===== src/rtl/vga_sync_monitor.sv =====
// rtl/vga_sync_monitor.sv - VGA 640x480 sync receiver: position recovery, timing check, lock (stats: VGA_SYNC_STATS_EN)
module vga_sync_monitor #(
  parameter int H_DISPLAY    = 640,
  parameter int H_SYNC_START = 656,
  parameter int H_SYNC       = 96,
  parameter int H_TOTAL      = 800,
  parameter int V_DISPLAY    = 480,
  parameter int V_SYNC_START = 513,
  parameter int V_TOTAL      = 525,
  parameter int LOCK_FRAMES  = 2
) (
  input  logic        clock_at_100mhz,
  input  logic        reset_button,
  input  logic        p_tick,
  input  logic        horizontal_sync,
  input  logic        vertical_sync,
  output logic [9:0]  x_pixel,
  output logic [9:0]  y_pixel,
  output logic        video_on,
  output logic        locked,
  output logic        sync_error,
  output logic        no_signal,
  output logic [10:0] h_period,
  output logic [10:0] hsync_width,
  output logic [9:0]  v_period,
  output logic [15:0] frame_count,
  output logic [15:0] error_count
);

  localparam int GW = (LOCK_FRAMES < 1) ? 1 : $clog2(LOCK_FRAMES + 1);

  localparam logic [10:0]   CNT_MAX   = 11'h7FF;
  localparam logic [9:0]    LINE_MAX  = 10'h3FF;
  localparam logic [10:0]   H_TOTAL_W = 11'(H_TOTAL);
  localparam logic [10:0]   H_SYNC_W  = 11'(H_SYNC);
  localparam logic [10:0]   WD_LAST   = 11'(2 * H_TOTAL - 1);
  localparam logic [9:0]    X_START   = 10'(H_SYNC_START);
  localparam logic [9:0]    X_LAST    = 10'(H_TOTAL - 1);
  localparam logic [9:0]    X_VIS     = 10'(H_DISPLAY);
  localparam logic [9:0]    Y_START   = 10'(V_SYNC_START);
  localparam logic [9:0]    Y_LAST    = 10'(V_TOTAL - 1);
  localparam logic [9:0]    Y_VIS     = 10'(V_DISPLAY);
  localparam logic [9:0]    V_TOTAL_W = 10'(V_TOTAL);
  localparam logic [GW-1:0] LOCK_N    = GW'(LOCK_FRAMES);

  typedef enum logic [1:0] {
    ST_SEARCH = 2'd0,
    ST_VERIFY = 2'd1,
    ST_LOCKED = 2'd2
  } state_t;

  state_t        state;
  state_t        state_nxt;
  logic [GW-1:0] good_cnt;
  logic [GW-1:0] good_nxt;
  logic [GW-1:0] good_inc;
  logic          err_now;

  logic          hs_s;
  logic          vs_s;
  logic [10:0]   tick_cnt;
  logic [10:0]   wid_cnt;
  logic [9:0]    line_cnt;
  logic          armed;
  logic          frame_ok;

  logic          hs_rise;
  logic          hs_fall;
  logic          vs_rise;
  logic [10:0]   hp_meas;
  logic [9:0]    lines_meas;
  logic          line_bad;
  logic          frame_good;
  logic          wd_fire;
  logic          enter_search;
  logic          x_wrap;
  logic [9:0]    x_nxt;
  logic [9:0]    y_nxt;
  logic          locked_nxt;

  // Edge detection compares the live sync level against the sample taken on the previous tick.
  assign hs_rise  = p_tick & horizontal_sync & ~hs_s;
  assign hs_fall  = p_tick & ~horizontal_sync & hs_s;
  assign vs_rise  = p_tick & vertical_sync & ~vs_s;

  // The line period being closed by this rise, saturating with the counter.
  assign hp_meas    = (tick_cnt == CNT_MAX) ? CNT_MAX : tick_cnt + 11'd1;
  // A rise coinciding with the vsync rise is credited to the frame that is ending.
  assign lines_meas = (hs_rise && line_cnt != LINE_MAX) ? line_cnt + 10'd1 : line_cnt;

  // The first rise after a (re)start carries a meaningless period, so it is only used to arm checking.
  assign line_bad   = hs_rise & armed & ((hp_meas != H_TOTAL_W) | (hsync_width != H_SYNC_W));
  assign frame_good = frame_ok & ~line_bad & (lines_meas == V_TOTAL_W);
  assign wd_fire    = p_tick & ~hs_rise & (tick_cnt == WD_LAST);

  assign good_inc     = good_cnt + GW'(1);
  assign enter_search = (state != ST_SEARCH) && (state_nxt == ST_SEARCH);
  assign locked_nxt   = (state_nxt == ST_LOCKED);

  // Lock state register.
  always_ff @(posedge clock_at_100mhz or negedge reset_button) begin
    if (!reset_button) begin
      state    <= ST_SEARCH;
      good_cnt <= '0;
    end else begin
      state    <= state_nxt;
      good_cnt <= good_nxt;
    end
  end

  // Lock next-state: judge frames at vsync rises, drop lock on any bad line/frame or lost hsync.
  always_comb begin
    state_nxt = state;
    good_nxt  = good_cnt;
    err_now   = 1'b0;
    case (state)
      ST_SEARCH: begin
        good_nxt = '0;
        if (vs_rise) begin
          state_nxt = ST_VERIFY;
        end
      end
      ST_VERIFY: begin
        if (vs_rise) begin
          if (frame_good) begin
            good_nxt = good_inc;
            if (good_inc >= LOCK_N) begin
              state_nxt = ST_LOCKED;
            end
          end else begin
            good_nxt = '0;
          end
        end
      end
      ST_LOCKED: begin
        if (line_bad || (vs_rise && !frame_good)) begin
          err_now   = 1'b1;
          state_nxt = ST_SEARCH;
          good_nxt  = '0;
        end
      end
      default: begin
        state_nxt = ST_SEARCH;
        good_nxt  = '0;
      end
    endcase
    if (wd_fire) begin
      state_nxt = ST_SEARCH;
      good_nxt  = '0;
      if (state == ST_LOCKED) begin
        err_now = 1'b1;
      end
    end
  end

  // Recovered position: hsync rise and vsync rise re-anchor the counters; vsync load beats the line wrap.
  always_comb begin
    x_nxt  = x_pixel;
    y_nxt  = y_pixel;
    x_wrap = 1'b0;
    if (p_tick) begin
      if (hs_rise) begin
        x_nxt = X_START;
      end else if (x_pixel == X_LAST) begin
        x_nxt  = '0;
        x_wrap = 1'b1;
      end else begin
        x_nxt = x_pixel + 10'd1;
      end
      if (vs_rise) begin
        y_nxt = Y_START;
      end else if (x_wrap) begin
        y_nxt = (y_pixel == Y_LAST) ? 10'd0 : y_pixel + 10'd1;
      end
    end
  end

  // Timing measurement, watchdog and registered status outputs.
  always_ff @(posedge clock_at_100mhz or negedge reset_button) begin
    if (!reset_button) begin
      hs_s        <= 1'b0;
      vs_s        <= 1'b0;
      tick_cnt    <= '0;
      wid_cnt     <= '0;
      line_cnt    <= '0;
      armed       <= 1'b0;
      frame_ok    <= 1'b0;
      h_period    <= '0;
      hsync_width <= '0;
      v_period    <= '0;
      no_signal   <= 1'b0;
      x_pixel     <= '0;
      y_pixel     <= '0;
      locked      <= 1'b0;
      video_on    <= 1'b0;
      sync_error  <= 1'b0;
    end else begin
      if (p_tick) begin
        hs_s <= horizontal_sync;
        vs_s <= vertical_sync;

        if (hs_rise) begin
          tick_cnt <= '0;
        end else if (tick_cnt != CNT_MAX) begin
          tick_cnt <= tick_cnt + 11'd1;
        end

        if (hs_rise) begin
          wid_cnt <= 11'd1;
        end else if (horizontal_sync && wid_cnt != CNT_MAX) begin
          wid_cnt <= wid_cnt + 11'd1;
        end

        if (hs_fall) begin
          hsync_width <= wid_cnt;
        end
        if (hs_rise) begin
          h_period <= hp_meas;
        end

        if (vs_rise) begin
          v_period <= lines_meas;
          line_cnt <= '0;
        end else begin
          line_cnt <= lines_meas;
        end

        if (hs_rise) begin
          no_signal <= 1'b0;
        end else if (wd_fire) begin
          no_signal <= 1'b1;
        end

        if (vs_rise) begin
          frame_ok <= 1'b1;
        end else if (line_bad) begin
          frame_ok <= 1'b0;
        end

        if (wd_fire || enter_search) begin
          armed <= 1'b0;
        end else if (hs_rise) begin
          armed <= 1'b1;
        end
      end

      x_pixel    <= x_nxt;
      y_pixel    <= y_nxt;
      locked     <= locked_nxt;
      video_on   <= locked_nxt && (x_nxt < X_VIS) && (y_nxt < Y_VIS);
      sync_error <= err_now;
    end
  end

`ifdef VGA_SYNC_STATS_EN
  // Saturating frame and error event counters, cleared only by reset.
  always_ff @(posedge clock_at_100mhz or negedge reset_button) begin
    if (!reset_button) begin
      frame_count <= '0;
      error_count <= '0;
    end else begin
      if (vs_rise && frame_count != 16'hFFFF) begin
        frame_count <= frame_count + 16'd1;
      end
      if (err_now && error_count != 16'hFFFF) begin
        error_count <= error_count + 16'd1;
      end
    end
  end
`else
  assign frame_count = 16'd0;
  assign error_count = 16'd0;
`endif

endmodule

===== config.mk =====
export PLATFORM = sky130hd
export DESIGN_NAME = vga_sync_monitor
export DESIGN_NICKNAME = d
export VERILOG_FILES = /design/src/rtl/vga_sync_monitor.sv
export SDC_FILE = /design/constraint.sdc
export NUM_CORES = 1
export LEC_CHECK = 0
export BUFFER_PORTS_ARGS = -buffer_cell sky130_fd_sc_hd__buf_2
export CORE_ASPECT_RATIO = 2
export CORE_MARGIN = 5
export CORE_UTILIZATION = 40
export DETAILED_ROUTE_END_ITERATION = 12
export PLACE_DENSITY = 0.65
export SETUP_SLACK_MARGIN = 0.3
export SYNTH_ARGS = -nofsm -noshare
export SYNTH_HDL_FRONTEND = slang
export SYNTH_SLANG_ARGS = --single-unit

===== constraint.sdc =====
create_clock -name clock_at_100mhz -period 5.4 [get_ports clock_at_100mhz]
set_input_delay 0.81 -clock clock_at_100mhz [delete_from_list [all_inputs] [get_ports clock_at_100mhz]]
set_output_delay 0.81 -clock clock_at_100mhz [all_outputs]
set_load 0.005 [all_outputs]

==> flow_results.org <==
** Power and ir drop
- Static Leakage :: 2.60 nW
- Power spread over the standard cell area amounts to 331 mW/mm2.
- The worst-case IR drop observed on VDD is around 0.21 mV.
- Relative contribution of the clock network to total power :: 35.1%
- Net switching power figure :: 565 uW
- In this run, the combinational gates consume 17.2% of the power.
- Internal power comes to 1.36 mW.
- In this run switching power makes up 29.3% of total power.
- Share of total power in sequential cells :: 47.7%

** Synth
- Yosys mapped a number of flops with a built-in enable equal to 0.
- Of all cell types, the one taking the most synthesized area is sky130_fd_sc_hd__dfrtp_1.
- The most used flip-flop cell after synthesis is sky130_fd_sc_hd__dfrtp_1.
- Syn Area/Cell :: 9.20 um2
- Synth warnings :: 0
- By area the synthesized netlist is led by sky130_fd_sc_hd__dfrtp_1 (46%), sky130_fd_sc_hd__nand2_1 (5.2%), sky130_fd_sc_hd__buf_4 (4.6%).
- Sequential fraction of the synthesis area :: between 40% and 50%
- Distinct cell type count after synthesis :: 64
- Synthesized area :: 0.00525 mm2
- Number of instances in the synthesized netlist :: 570
- Of the post-synthesis cell area, the dominant cell type holds 45.8%.
- After synthesis, the share of flip-flops with an asynchronous set or reset is 100%.
- Number of synthesized register bits :: 96

** Worst setup path
- Worst Setup Path Type :: in -> reg
- Launching element type of the critical path :: input port
- Critical path fanouts, max :: 27
- Worst EP arrival :: roughly 4 ns
- Data required time of the worst path :: 5.68 ns
- Critical path capture point type :: register

** Timing
- Highest achievable clock rate :: about 270 MHz
- Pin slew with the least headroom to its limit :: 0.925 ns
- Final setup violation count :: 0
- Dividing the final minimum period by the clock period gives 67.5%.
- Post-layout minimum cycle time :: 3.64 ns
- Headroom to the max-slew limit came out at roughly 37%.
- The number of max-slew violations in the final report is 0.
- Clock skew on the completed layout was measured at 0.00785 ns.
- Setup repair after global routing left no endpoint under its margin.
- The final hold violation count is 0.
- Final TNS setup :: 0 ns

** Global routing
- Vias in the first global route :: 4328
- Entering global routing, the biggest net connects between 50 and 60 pins.
- The initial antenna violation count is 0.
- Global routing used 16.4% of the available tracks.
- The first global-routing pass estimated 20900 um of wire.
- Remaining Overflow, GRT :: 0

** Worst hold path
- The path class of the tightest hold or removal check is in -> async.

** Place
- Port buffer count :: 60
- The HPWL after detailed placement is 9510 um.
- Weighted congestion reported at the end of routability-driven placement :: 0.891

** Cells and area
- Post-Route Utilization :: a little under half
- Final #Nets :: approximately 630
- Number of inserted diodes :: 0
- Fraction of final layout cells with drive strength greater than 1 :: approximately 16%
- In the layout the commonest cells are sky130_fd_sc_hd__dfrtp_1 (96), sky130_fd_sc_hd__nand2_1 (72), sky130_fd_sc_hd__buf_2 (59).
- Layout-stage area growth over the synthesis result :: 11.1%
- Leaving out fill and tap cells, the most frequent cell in the layout is sky130_fd_sc_hd__dfrtp_1.

** Drt
- The first TritonRoute pass finished after 4 iterations.
- The final layout contains routed wiring with a total length of between 10000 and 15000 um.
- Summing over every cut layer, the via total after detailed routing is 4278.
- Violation count after the first detailed-routing iteration :: 185
- In the routed design, unresolved DRC markers number 0.
- Dividing the detail-routed via count by the number of cells gives 5.54.
- Remaining number of nets flagged by the antenna check after routing :: 0
- After detailed routing, the average wire length per cell comes to approximately 16 um.

** CTS
- The clock tree synthesis step divided the H-tree into 3 levels.
- CTS Root Buffer Type :: sky130_fd_sc_hd__clkbuf_16
- Counting the buffers created by CTS gives 9.
- Counting every sink on the clock net gives 96.
- The number of hold buffers added after CTS was 0.
- Worst-Skew Late Latency :: 0.34 ns
- Once the clock tree was built, the setup fixing pass inserted 0 buffers.
- TritonCTS built the clock tree.
- Clock-pin slew was measured on the worst setup and hold paths at 0.07 ns.
- Worst-case clock buffer depth :: 2
- PostCTS Resize Cnt :: 0

** Floorplanning
- Die outline height :: 172 um
- The initial utilization of the core area, before any placement, comes to 40.6%.
- After floorplanning, the core was divided into 59 placement rows.
- The die covers 0.0156 mm2.
- Area of the core :: 0.0129 mm2
- The die is a little over 90 um wide.
- Count of boundary I/O pins :: 93

** Flow run
- Maxcap violations :: 0

** Run status
- Result of the run :: finished, final reports clean
[logic make-up (layout without fill, tap and decap cells)]
| group | after synthesis | count (layout) | share of synthesized area, % |
|---|---|---|---|
| adder cells (fa/ha/maj) | 6 | 6 | 1.43 |
| other | 1 | 32 | 0.0715 |
| flip-flops | 96 | 96 | 45.8 |
| XOR/XNOR | 33 | 33 | 5.51 |
| AND/OR/NAND/NOR | 243 | 243 | 23.3 |
| buffers and inverters | 75 | 94 | 8.01 |
| multiplexers | 16 | 16 | 3.36 |
| AO/OA/AOI/OAI | 100 | 100 | 12.5 |
[stage by stage]
stage	power [mW]	worst slack (ns)	std cells	hold slack, ns	instance area [um2]
floorplan	1.14	2.36	601	0.447	5360
global placement	1.26	1.46	757	0.460	5520
detailed placement	1.27	1.42	757	0.460	5520
CTS	1.95	1.78	772	0.460	5830
global route	2.04	1.54	772	0.480	5830
finish	1.93	1.76	772	0.448	5830
[final cells by class]
type	count	area [um2]
flip-flops and latches	96	2400
repair buffers	63	325
fillers	1267	7090
multi-input cells	430	2540
inverters	16	60.1
clock buffers	10	229
clock inverters	5	82.6
well taps	152	190
[path summary, 6_finish.rpt]
| path | start | end | slack [ns] | cells after the start |
|---|---|---|---|---|
| max in group asynchronous | reset_button | tick_cnt[9] | 3.86 | 2 |
| min reg2reg | v_period[4] | v_period[4] | 0.47 | 2 |
| min in group clock_at_100mhz | v_period[4] | v_period[4] | 0.47 | 2 |
| min | reset_button | tick_cnt[5] | 0.45 | 1 |
| max | p_tick | video_on | 1.76 | 8 |
| max reg2reg | hs_s | video_on | 2.18 | 7 |
[registers in the layout, indices dropped and copies added, names as in the netlist, 2 cells and up]
| name | flops |
|---|---|
| h_period | 11 |
| hsync_width | 11 |
| tick_cnt | 11 |
| wid_cnt | 11 |
| line_cnt | 10 |
| v_period | 10 |
| x_pixel | 10 |
| y_pixel | 10 |
| good_cnt | 2 |
| state | 2 |
[cells in the mapped netlist, types with 8 or more instances]
| cell | n |
|---|---|
| sky130_fd_sc_hd__o21ai_0 | 36 |
| sky130_fd_sc_hd__buf_4 | 32 |
| sky130_fd_sc_hd__a21oi_1 | 16 |
| sky130_fd_sc_hd__inv_1 | 16 |
| sky130_fd_sc_hd__nand4_1 | 14 |
| sky130_fd_sc_hd__clkbuf_1 | 16 |
| sky130_fd_sc_hd__nor2_1 | 58 |
| sky130_fd_sc_hd__a31oi_1 | 8 |
| sky130_fd_sc_hd__xor2_1 | 15 |
| sky130_fd_sc_hd__and2_1 | 8 |
| sky130_fd_sc_hd__dfrtp_1 | 96 |
| sky130_fd_sc_hd__mux2_2 | 13 |
| sky130_fd_sc_hd__nor4_1 | 9 |
| sky130_fd_sc_hd__xnor2_1 | 18 |
| sky130_fd_sc_hd__buf_2 | 9 |
| sky130_fd_sc_hd__nor3_1 | 10 |
| sky130_fd_sc_hd__nand2_1 | 72 |
| sky130_fd_sc_hd__nand3_1 | 22 |
[power by group through the flow]
stage          Clock [mW]  Combinational (mW)  Sequential, mW
6_report            0.677               0.331           0.920
5_1_grt             0.725               0.378           0.937
4_1_cts             0.693               0.339           0.921
3_5_place_dp            0               0.336           0.934
3_3_place_gp            0               0.328           0.931
2_1_floorplan           0               0.234           0.901
[worst max-delay path, cell delays in order]
cell                        delay, ns
sky130_fd_sc_hd__buf_2           0.37
sky130_fd_sc_hd__and3b_1         0.84
sky130_fd_sc_hd__nand3_1         0.28
sky130_fd_sc_hd__o21ai_0         0.23
sky130_fd_sc_hd__o211ai_1        0.16
sky130_fd_sc_hd__a2111oi_0       0.80
sky130_fd_sc_hd__a22o_1          0.27
sky130_fd_sc_hd__o211a_1         0.14
[per-layer routing]
| metal | global-route usage, % | part of all wire [%] | routed length [um] |
|---|---|---|---|
| met5 | 0 | 0 | 0 |
| met4 | 8.24 | 3.4 | 425 |
| met2 | 32.3 | 57 | 7250 |
| met1 | 15.8 | 35 | 4430 |
| met3 | 3.27 | 4.3 | 541 |
(Power assumes the default switching activity.)
